**src/rtl/spi_slave_fifo_if.sv**
```systemverilog
// Host-side streaming and status bundle of spi_slave_fifo.
// The slave modport is the SPI block; the master modport is the packet logic.
interface spi_slave_fifo_if #(
  parameter int DATA_W = 8,
  parameter int LVL_W  = 5
);
  logic [DATA_W-1:0] tx_data;
  logic              tx_valid;
  logic              tx_ready;
  logic [DATA_W-1:0] rx_data;
  logic              rx_valid;
  logic              rx_ready;
  logic [LVL_W-1:0]  rx_level;
  logic [LVL_W-1:0]  tx_level;
  logic              rx_overflow;
  logic              tx_underflow;
  logic              frame_abort;
  logic              clear_errors;

  modport master (
    output tx_data, tx_valid, rx_ready, clear_errors,
    input  tx_ready, rx_data, rx_valid, rx_level, tx_level,
           rx_overflow, tx_underflow, frame_abort
  );

  modport slave (
    input  tx_data, tx_valid, rx_ready, clear_errors,
    output tx_ready, rx_data, rx_valid, rx_level, tx_level,
           rx_overflow, tx_underflow, frame_abort
  );
endinterface

```
**src/rtl/spi_slave_fifo.sv**
```systemverilog
// Parametrised SPI slave with rx/tx FIFOs and chip-select framing.
// The host interface LVL_W must equal $clog2(FIFO_DEPTH)+1.
module spi_slave_fifo #(
  parameter int DATA_W     = 8,
  parameter int FIFO_DEPTH = 16,
  parameter int CPOL       = 0,
  parameter int CPHA       = 0,
  parameter int LSB_FIRST  = 0,
  parameter int LVL_W      = $clog2(FIFO_DEPTH) + 1
) (
  input  logic clk,
  input  logic reset_n,
  input  logic SCLK,
  input  logic SS_n,
  input  logic MOSI,
  output logic MISO,
  output logic MISO_oe,
  spi_slave_fifo_if.slave host
);
  localparam int CNT_W = $clog2(DATA_W);
  localparam int PTR_W = $clog2(FIFO_DEPTH);
  localparam logic [CNT_W-1:0] LAST_BIT = CNT_W'(DATA_W - 1);
  localparam logic [LVL_W-1:0] FULL_LVL = LVL_W'(FIFO_DEPTH);
  localparam logic IDLE_SCLK = (CPOL != 0);

  typedef enum logic [1:0] {F_WAIT, F_IDLE, F_ACTIVE} frame_t;
  frame_t state, state_next;

  logic sclk_s1, sclk_s2, sclk_d, ss_s1, ss_s2, mosi_s1, mosi_s2;
  logic [1:0] warm;
  logic ss_fall, ss_rise;

  always_ff @(posedge clk or negedge reset_n) begin
    if (!reset_n) begin
      sclk_s1 <= IDLE_SCLK; sclk_s2 <= IDLE_SCLK; sclk_d <= IDLE_SCLK;
      ss_s1   <= 1'b1;      ss_s2   <= 1'b1;
      mosi_s1 <= 1'b0;      mosi_s2 <= 1'b0;
      warm    <= '0;
    end else begin
      sclk_s1 <= SCLK;  sclk_s2 <= sclk_s1; sclk_d <= sclk_s2;
      ss_s1   <= SS_n;  ss_s2   <= ss_s1;
      mosi_s1 <= MOSI;  mosi_s2 <= mosi_s1;
      warm    <= {warm[0], 1'b1};
    end
  end

  // F_WAIT holds off framing until SS_n has really been seen high after reset,
  // so a select held low through reset never starts a word.
  always_ff @(posedge clk or negedge reset_n) begin
    if (!reset_n) state <= F_WAIT;
    else          state <= state_next;
  end

  always_comb begin
    state_next = state;
    ss_fall    = 1'b0;
    ss_rise    = 1'b0;
    case (state)
      F_WAIT:   if (warm[1] && ss_s2) state_next = F_IDLE;
      F_IDLE:   if (!ss_s2) begin state_next = F_ACTIVE; ss_fall = 1'b1; end
      F_ACTIVE: if (ss_s2)  begin state_next = F_IDLE;   ss_rise = 1'b1; end
      default:  state_next = F_WAIT;
    endcase
  end

  logic [CNT_W-1:0]  bit_cnt;
  logic [DATA_W-1:0] rx_shift, rx_next, rx_word, tx_shift;
  logic push_pend, in_frame, sclk_edge, lead, trail, sample_stb, shift_stb;
  logic word_done, tx_load;

  assign in_frame   = (state == F_ACTIVE) && !ss_s2;
  assign sclk_edge  = in_frame && (sclk_s2 != sclk_d);
  assign lead       = sclk_edge && (sclk_s2 != IDLE_SCLK);
  assign trail      = sclk_edge && (sclk_s2 == IDLE_SCLK);
  assign sample_stb = (CPHA != 0) ? trail : lead;
  assign shift_stb  = (CPHA != 0) ? lead : trail;
  assign word_done  = sample_stb && (bit_cnt == LAST_BIT);
  // bit_cnt is 0 on a shift edge only at a word boundary, which covers both CPHA load points.
  assign tx_load    = (shift_stb && (bit_cnt == '0)) || ((CPHA == 0) && ss_fall);
  assign rx_next    = (LSB_FIRST != 0) ? {mosi_s2, rx_shift[DATA_W-1:1]}
                                       : {rx_shift[DATA_W-2:0], mosi_s2};

  logic [DATA_W-1:0] tx_mem [FIFO_DEPTH];
  logic [DATA_W-1:0] rx_mem [FIFO_DEPTH];
  logic [PTR_W-1:0]  tx_wr, tx_rd, rx_wr, rx_rd;
  logic [LVL_W-1:0]  tx_count, rx_count;
  logic tx_empty, tx_push, tx_pop, rx_full, rx_push, rx_pop, rx_drop;

  assign tx_empty = (tx_count == '0);
  assign tx_push  = host.tx_valid && host.tx_ready;
  assign tx_pop   = tx_load && !tx_empty;
  assign rx_full  = (rx_count == FULL_LVL);
  assign rx_pop   = host.rx_valid && host.rx_ready;
  assign rx_push  = push_pend && (!rx_full || rx_pop);
  assign rx_drop  = push_pend && rx_full && !rx_pop;

  always_ff @(posedge clk or negedge reset_n) begin
    if (!reset_n) begin
      bit_cnt     <= '0;
      rx_shift    <= '0;
      rx_word     <= '0;
      push_pend   <= 1'b0;
      tx_shift    <= '0;
      host.frame_abort <= 1'b0;
    end else begin
      push_pend        <= word_done;
      host.frame_abort <= ss_rise && (bit_cnt != '0);
      if (ss_fall || ss_rise) bit_cnt <= '0;
      else if (sample_stb)    bit_cnt <= word_done ? '0 : bit_cnt + 1'b1;
      if (sample_stb) rx_shift <= rx_next;
      if (word_done)  rx_word  <= rx_next;
      if (tx_load)        tx_shift <= tx_empty ? '0 : tx_mem[tx_rd];
      else if (shift_stb) tx_shift <= (LSB_FIRST != 0) ? (tx_shift >> 1) : (tx_shift << 1);
    end
  end

  always_ff @(posedge clk) begin
    if (tx_push) tx_mem[tx_wr] <= host.tx_data;
    if (rx_push) rx_mem[rx_wr] <= rx_word;
  end

  always_ff @(posedge clk or negedge reset_n) begin
    if (!reset_n) begin
      tx_wr <= '0; tx_rd <= '0; tx_count <= '0;
      rx_wr <= '0; rx_rd <= '0; rx_count <= '0;
    end else begin
      if (tx_push) tx_wr <= tx_wr + 1'b1;
      if (tx_pop)  tx_rd <= tx_rd + 1'b1;
      if (tx_push && !tx_pop)      tx_count <= tx_count + 1'b1;
      else if (!tx_push && tx_pop) tx_count <= tx_count - 1'b1;
      if (rx_push) rx_wr <= rx_wr + 1'b1;
      if (rx_pop)  rx_rd <= rx_rd + 1'b1;
      if (rx_push && !rx_pop)      rx_count <= rx_count + 1'b1;
      else if (!rx_push && rx_pop) rx_count <= rx_count - 1'b1;
    end
  end

  always_ff @(posedge clk or negedge reset_n) begin
    if (!reset_n) begin
      host.rx_overflow  <= 1'b0;
      host.tx_underflow <= 1'b0;
    end else if (host.clear_errors) begin
      host.rx_overflow  <= 1'b0;
      host.tx_underflow <= 1'b0;
    end else begin
      if (rx_drop)              host.rx_overflow  <= 1'b1;
      if (tx_load && tx_empty)  host.tx_underflow <= 1'b1;
    end
  end

  assign host.tx_ready = (tx_count != FULL_LVL);
  assign host.tx_level = tx_count;
  assign host.rx_valid = (rx_count != '0);
  assign host.rx_level = rx_count;
  assign host.rx_data  = host.rx_valid ? rx_mem[rx_rd] : '0;
  assign MISO_oe       = !ss_s2;
  assign MISO          = !ss_s2 && ((LSB_FIRST != 0) ? tx_shift[0] : tx_shift[DATA_W-1]);
endmodule

```
**src/flat_wrapper.sv**
```systemverilog
// flat-port wrapper written by rule: the top's interface ports become plain ports
module spi_slave_fifo_flat 
#(
  parameter int DATA_W     = 8,
  parameter int FIFO_DEPTH = 16,
  parameter int CPOL       = 0,
  parameter int CPHA       = 0,
  parameter int LSB_FIRST  = 0,
  parameter int LVL_W      = $clog2(FIFO_DEPTH) + 1
)
  (clk, reset_n, SCLK, SS_n, MOSI, MISO, MISO_oe, host_tx_data, host_tx_valid, host_rx_ready, host_clear_errors, host_tx_ready, host_rx_data, host_rx_valid, host_rx_level, host_tx_level, host_rx_overflow, host_tx_underflow, host_frame_abort);
  spi_slave_fifo_if #(.DATA_W(DATA_W), .LVL_W(LVL_W)) host_i ();
  input  logic clk;
  input  logic reset_n;
  input  logic SCLK;
  input  logic SS_n;
  input  logic MOSI;
  output logic MISO;
  output logic MISO_oe;
  input wire logic [$bits(host_i.tx_data)-1:0] host_tx_data;
  input wire logic [$bits(host_i.tx_valid)-1:0] host_tx_valid;
  input wire logic [$bits(host_i.rx_ready)-1:0] host_rx_ready;
  input wire logic [$bits(host_i.clear_errors)-1:0] host_clear_errors;
  output wire logic [$bits(host_i.tx_ready)-1:0] host_tx_ready;
  output wire logic [$bits(host_i.rx_data)-1:0] host_rx_data;
  output wire logic [$bits(host_i.rx_valid)-1:0] host_rx_valid;
  output wire logic [$bits(host_i.rx_level)-1:0] host_rx_level;
  output wire logic [$bits(host_i.tx_level)-1:0] host_tx_level;
  output wire logic [$bits(host_i.rx_overflow)-1:0] host_rx_overflow;
  output wire logic [$bits(host_i.tx_underflow)-1:0] host_tx_underflow;
  output wire logic [$bits(host_i.frame_abort)-1:0] host_frame_abort;
  assign host_i.tx_data = host_tx_data;
  assign host_i.tx_valid = host_tx_valid;
  assign host_i.rx_ready = host_rx_ready;
  assign host_i.clear_errors = host_clear_errors;
  assign host_tx_ready = host_i.tx_ready;
  assign host_rx_data = host_i.rx_data;
  assign host_rx_valid = host_i.rx_valid;
  assign host_rx_level = host_i.rx_level;
  assign host_tx_level = host_i.tx_level;
  assign host_rx_overflow = host_i.rx_overflow;
  assign host_tx_underflow = host_i.tx_underflow;
  assign host_frame_abort = host_i.frame_abort;
  spi_slave_fifo #(.DATA_W(DATA_W), .FIFO_DEPTH(FIFO_DEPTH), .CPOL(CPOL), .CPHA(CPHA), .LSB_FIRST(LSB_FIRST), .LVL_W(LVL_W)) u_core (.clk(clk), .reset_n(reset_n), .SCLK(SCLK), .SS_n(SS_n), .MOSI(MOSI), .MISO(MISO), .MISO_oe(MISO_oe), .host(host_i));
endmodule
```
**config.mk**
```make
export PLATFORM = sky130hd
export DESIGN_NAME = spi_slave_fifo_flat
export DESIGN_NICKNAME = d
export VERILOG_FILES = /design/src/rtl/spi_slave_fifo_if.sv /design/src/rtl/spi_slave_fifo.sv /design/src/flat_wrapper.sv
export SDC_FILE = /design/constraint.sdc
export NUM_CORES = 1
export LEC_CHECK = 0
export ABC_AREA = 1
export BUFFER_PORTS_ARGS = -buffer_cell sky130_fd_sc_hd__buf_2
export CORE_ASPECT_RATIO = 1.75
export CORE_UTILIZATION = 60
export DETAILED_ROUTE_END_ITERATION = 7
export HOLD_SLACK_MARGIN = 0.12
export PLACE_DENSITY = 0.81
export SLEW_MARGIN = 20
export SYNTH_ARGS = -nofsm -noshare
export SYNTH_HDL_FRONTEND = slang
export SYNTH_SLANG_ARGS = --single-unit
```
**constraint.sdc**
```tcl
create_clock -name clk -period 2.63 [get_ports clk]
set_input_delay 0.263 -clock clk [delete_from_list [all_inputs] [get_ports clk]]
set_output_delay 0.263 -clock clk [all_outputs]
set_load 0.02 [all_outputs]
```
==> metrics.txt <==
outcome=completed; commonest cells after routing, fill and taps aside=428 x nand2_1, 256 x edfxtp_1, 174 x nand3_1; Synth Instances=1271; worst slack at placement=0.1735 ns; maxcap violations=0; CTS clk-pin slew, worst paths=0.07 ns; Mapped Nets=1310; Clock power frac=26.3%; total grt overflow=0; vias per cell=5.528; Worst Hold Class=input port to flop; final setup skew=0.03009 ns; PnR worst setup slack=0.1092 ns; H-tree depth=1; Logic pwr share=32.3%; TritonCTS clock tree=built; worst path buffer plus inverter count=2; Setup TNS=0 ns; antenna cells=0; Setup CP Type=flop to output port; die width=116.4 µm; Total Routed Length=29.30 mm; number of flops mapped to enable cells by yosys=256; first-pass GRT wire length=45.74 mm; Hold Vio Cnt, Final=0; I/O pin cnt=41; synth warn=0; Clock Latency Late Sink=0.54 ns; maximum vdd drop=0.7782 mV; kind of cell with the highest combined delay on the critical path=simple AND/OR/NAND/NOR gates; Sw Share=36.21%; ys async rst share=20.74%; Post-CTS Setup Inserts=0; Slew Viols, Final=0; routability cong.=0.8740; number of global-route vias before repair=9053; Worst Tran Pin Value=0.8854 ns; total power=15.05 mW; most common flop cell mapped by yosys=edfxtp_1; Internal Pwr Total=9.602 mW; die span in y=202.3 µm; PD cells=982.6 nW/µm²; drt wl/cell=17.79 µm; Leak Pwr=6.396 nW; CP max FO=66; final hold slack=0.1354 ns; All-Layer GR Usage=25.67%; Synth cell types=36; Crit path largest cell delay=0.42 ns; die area=23550 µm²; final setup fails=0; CTS sink count=323; Fmax=396.7 MHz; drt first-iter violations=808; root buf cell=clkbuf_16; number of detailed-route iterations in the first pass=7; critical path's most frequent cell=nand2_1; RSZ-0062 raised after global routing=no; Worst Path Arrival=2.26 ns; fin crit share=95.85%; largest net degree at the start of global routing=68; crit path time final=2.521 ns; antenna violations before repair=0; core area=22250 µm²; Crit. End Element=output port; Port Buffers=40; Fillers=1592; Slew headroom=40.97%; CP cell instances=buf_8 -> nand2_1 -> nand3_1 -> nand3_1 -> nand2_1 -> nand2_1 -> a21oi_1 -> buf_2; Clock Path Buffers=3; syn avg cell area=10.82 µm²; post-route ant nets=0; CP max stage cell=dfrtp_2; Synth Cell Area=13750 µm²; most common cell after layout, fill and taps aside=nand2_1; Area growth syn-to-layout=11.40%; Reg power frac=41.4%; crit start category=flop; HPWL Detailed=19.21 mm; Initial Utilization=61.80%; worst endpoint required time=2.37 ns; Nets=1369; Vias=9105; Yosys reg bits=323; share of post-route cells with drive strength above 1=10.88%; cts bufs inserted=27; Net Sw Power=5.450 mW; sequential share of the synthesized area=68.12%; drt drc=0; row count=72
-- per-stage QoR --
stage | area [µm²] | std cells | util [%]
CTS | 15290 | 1646 | 68.70
global placement | 14300 | 1585 | 64.25
detailed placement | 14300 | 1585 | 64.25
floorplan | 13750 | 1271 | -
global route | 15320 | 1647 | 68.84
finish | 15320 | 1647 | 68.84
-- timing repair --
item,in CTS,in global routing
hold buffers,11,0
gates resized for setup,2,5
endpoints found under the hold margin,116,0
cloned,0,1
endpoints found under the setup margin,7,9
-- routing by layer --
metal  wire length [µm]  vias up  part of all wire, %  global-route usage [%]
li1                   -     4380                    -                       -
met1               9831     4295                   34                   26.10
met4               1481        0                  5.1                   13.60
met3               1574       87                  5.4                   3.358
met5                  0        -                    0                       0
met2              16410      343                   56                   48.99
-- Yosys cell counts (2+ instances only) --
cell type	count	area [µm²]
nand2_1	428	1607
buf_2	37	185.2
a21oi_1	18	90.09
inv_2	7	26.28
nor3_1	16	80.08
dfrtp_1	65	1627
nor2_4	2	22.52
o21ai_1	4	20.02
nand4_1	8	50.05
nand2_2	5	31.28
xnor2_1	3	26.28
nand2_4	2	22.52
clkbuf_1	8	30.03
o21ai_2	7	61.31
o21ai_0	27	135.1
xor2_1	13	113.9
o22ai_1	2	12.51
edfxtp_1	256	7687
nor2_1	60	225.2
fa_1	2	40.04
dfstp_2	2	52.55
inv_1	88	330.3
buf_4	5	37.54
ha_1	21	262.8
nand3_1	174	870.8
-- state kept, by name (all words and copies together), names as in the netlist, 5 cells and up --
name                  count
u_core.rx_word            8
u_core.tx_shift           8
u_core.tx_mem           128
u_core.rx_mem           128
u_core.host.tx_level      5
u_core.host.rx_level      5
u_core.rx_shift           7
-- cell type report --
class                           count  area (µm²)  area share (%)
Clock inverter                     21       191.4           1.250
Tap cell                          296       370.4           2.418
Timing Repair Buffer               82       583.1           3.806
Inverter                           96       365.4           2.385
Multi-Input combinational cell    800        3756           24.52
Sequential cell                   323        9369           61.16
Clock buffer                       29       683.2           4.460
-- cell families after synthesis --
group | share of synthesized area (%)
AND/OR/NAND/NOR | 21.63
adder cells (fa/ha/maj) | 2.202
flip-flops | 68.12
XOR/XNOR | 1.019
AO/OA/AOI/OAI | 2.439
buffers and inverters | 4.568
other | 0.02727
-- power groups by stage --
stage,logic (mW),registers (mW),clock network [mW]
after CTS,4.74,6.22,4.00
after floorplan,3.32,6.32,0
final,4.86,6.23,3.96
after global routing,5.40,6.28,4.18
after detailed placement,4.68,6.32,0
after global placement,4.56,6.31,0
-- path summary, 6_finish.rpt --
check	from	to	slack, ns	cells after the start
max	u_core.rx_rd[0]	host_rx_data[6]	0.11	8
min	host_tx_data[2]	u_core.tx_mem[14][2]	0.14	1
max reg2reg	u_core.ss_s2	u_core.host.tx_level[4]	0.20	15
min reg2reg	u_core.mosi_s1	u_core.mosi_s2	0.36	0
max in group asynchronous	reset_n	u_core.tx_rd[0]	1.59	2
min in group asynchronous	reset_n	u_core.rx_rd[1]	0.36	2
(Power assumes the default switching activity.)
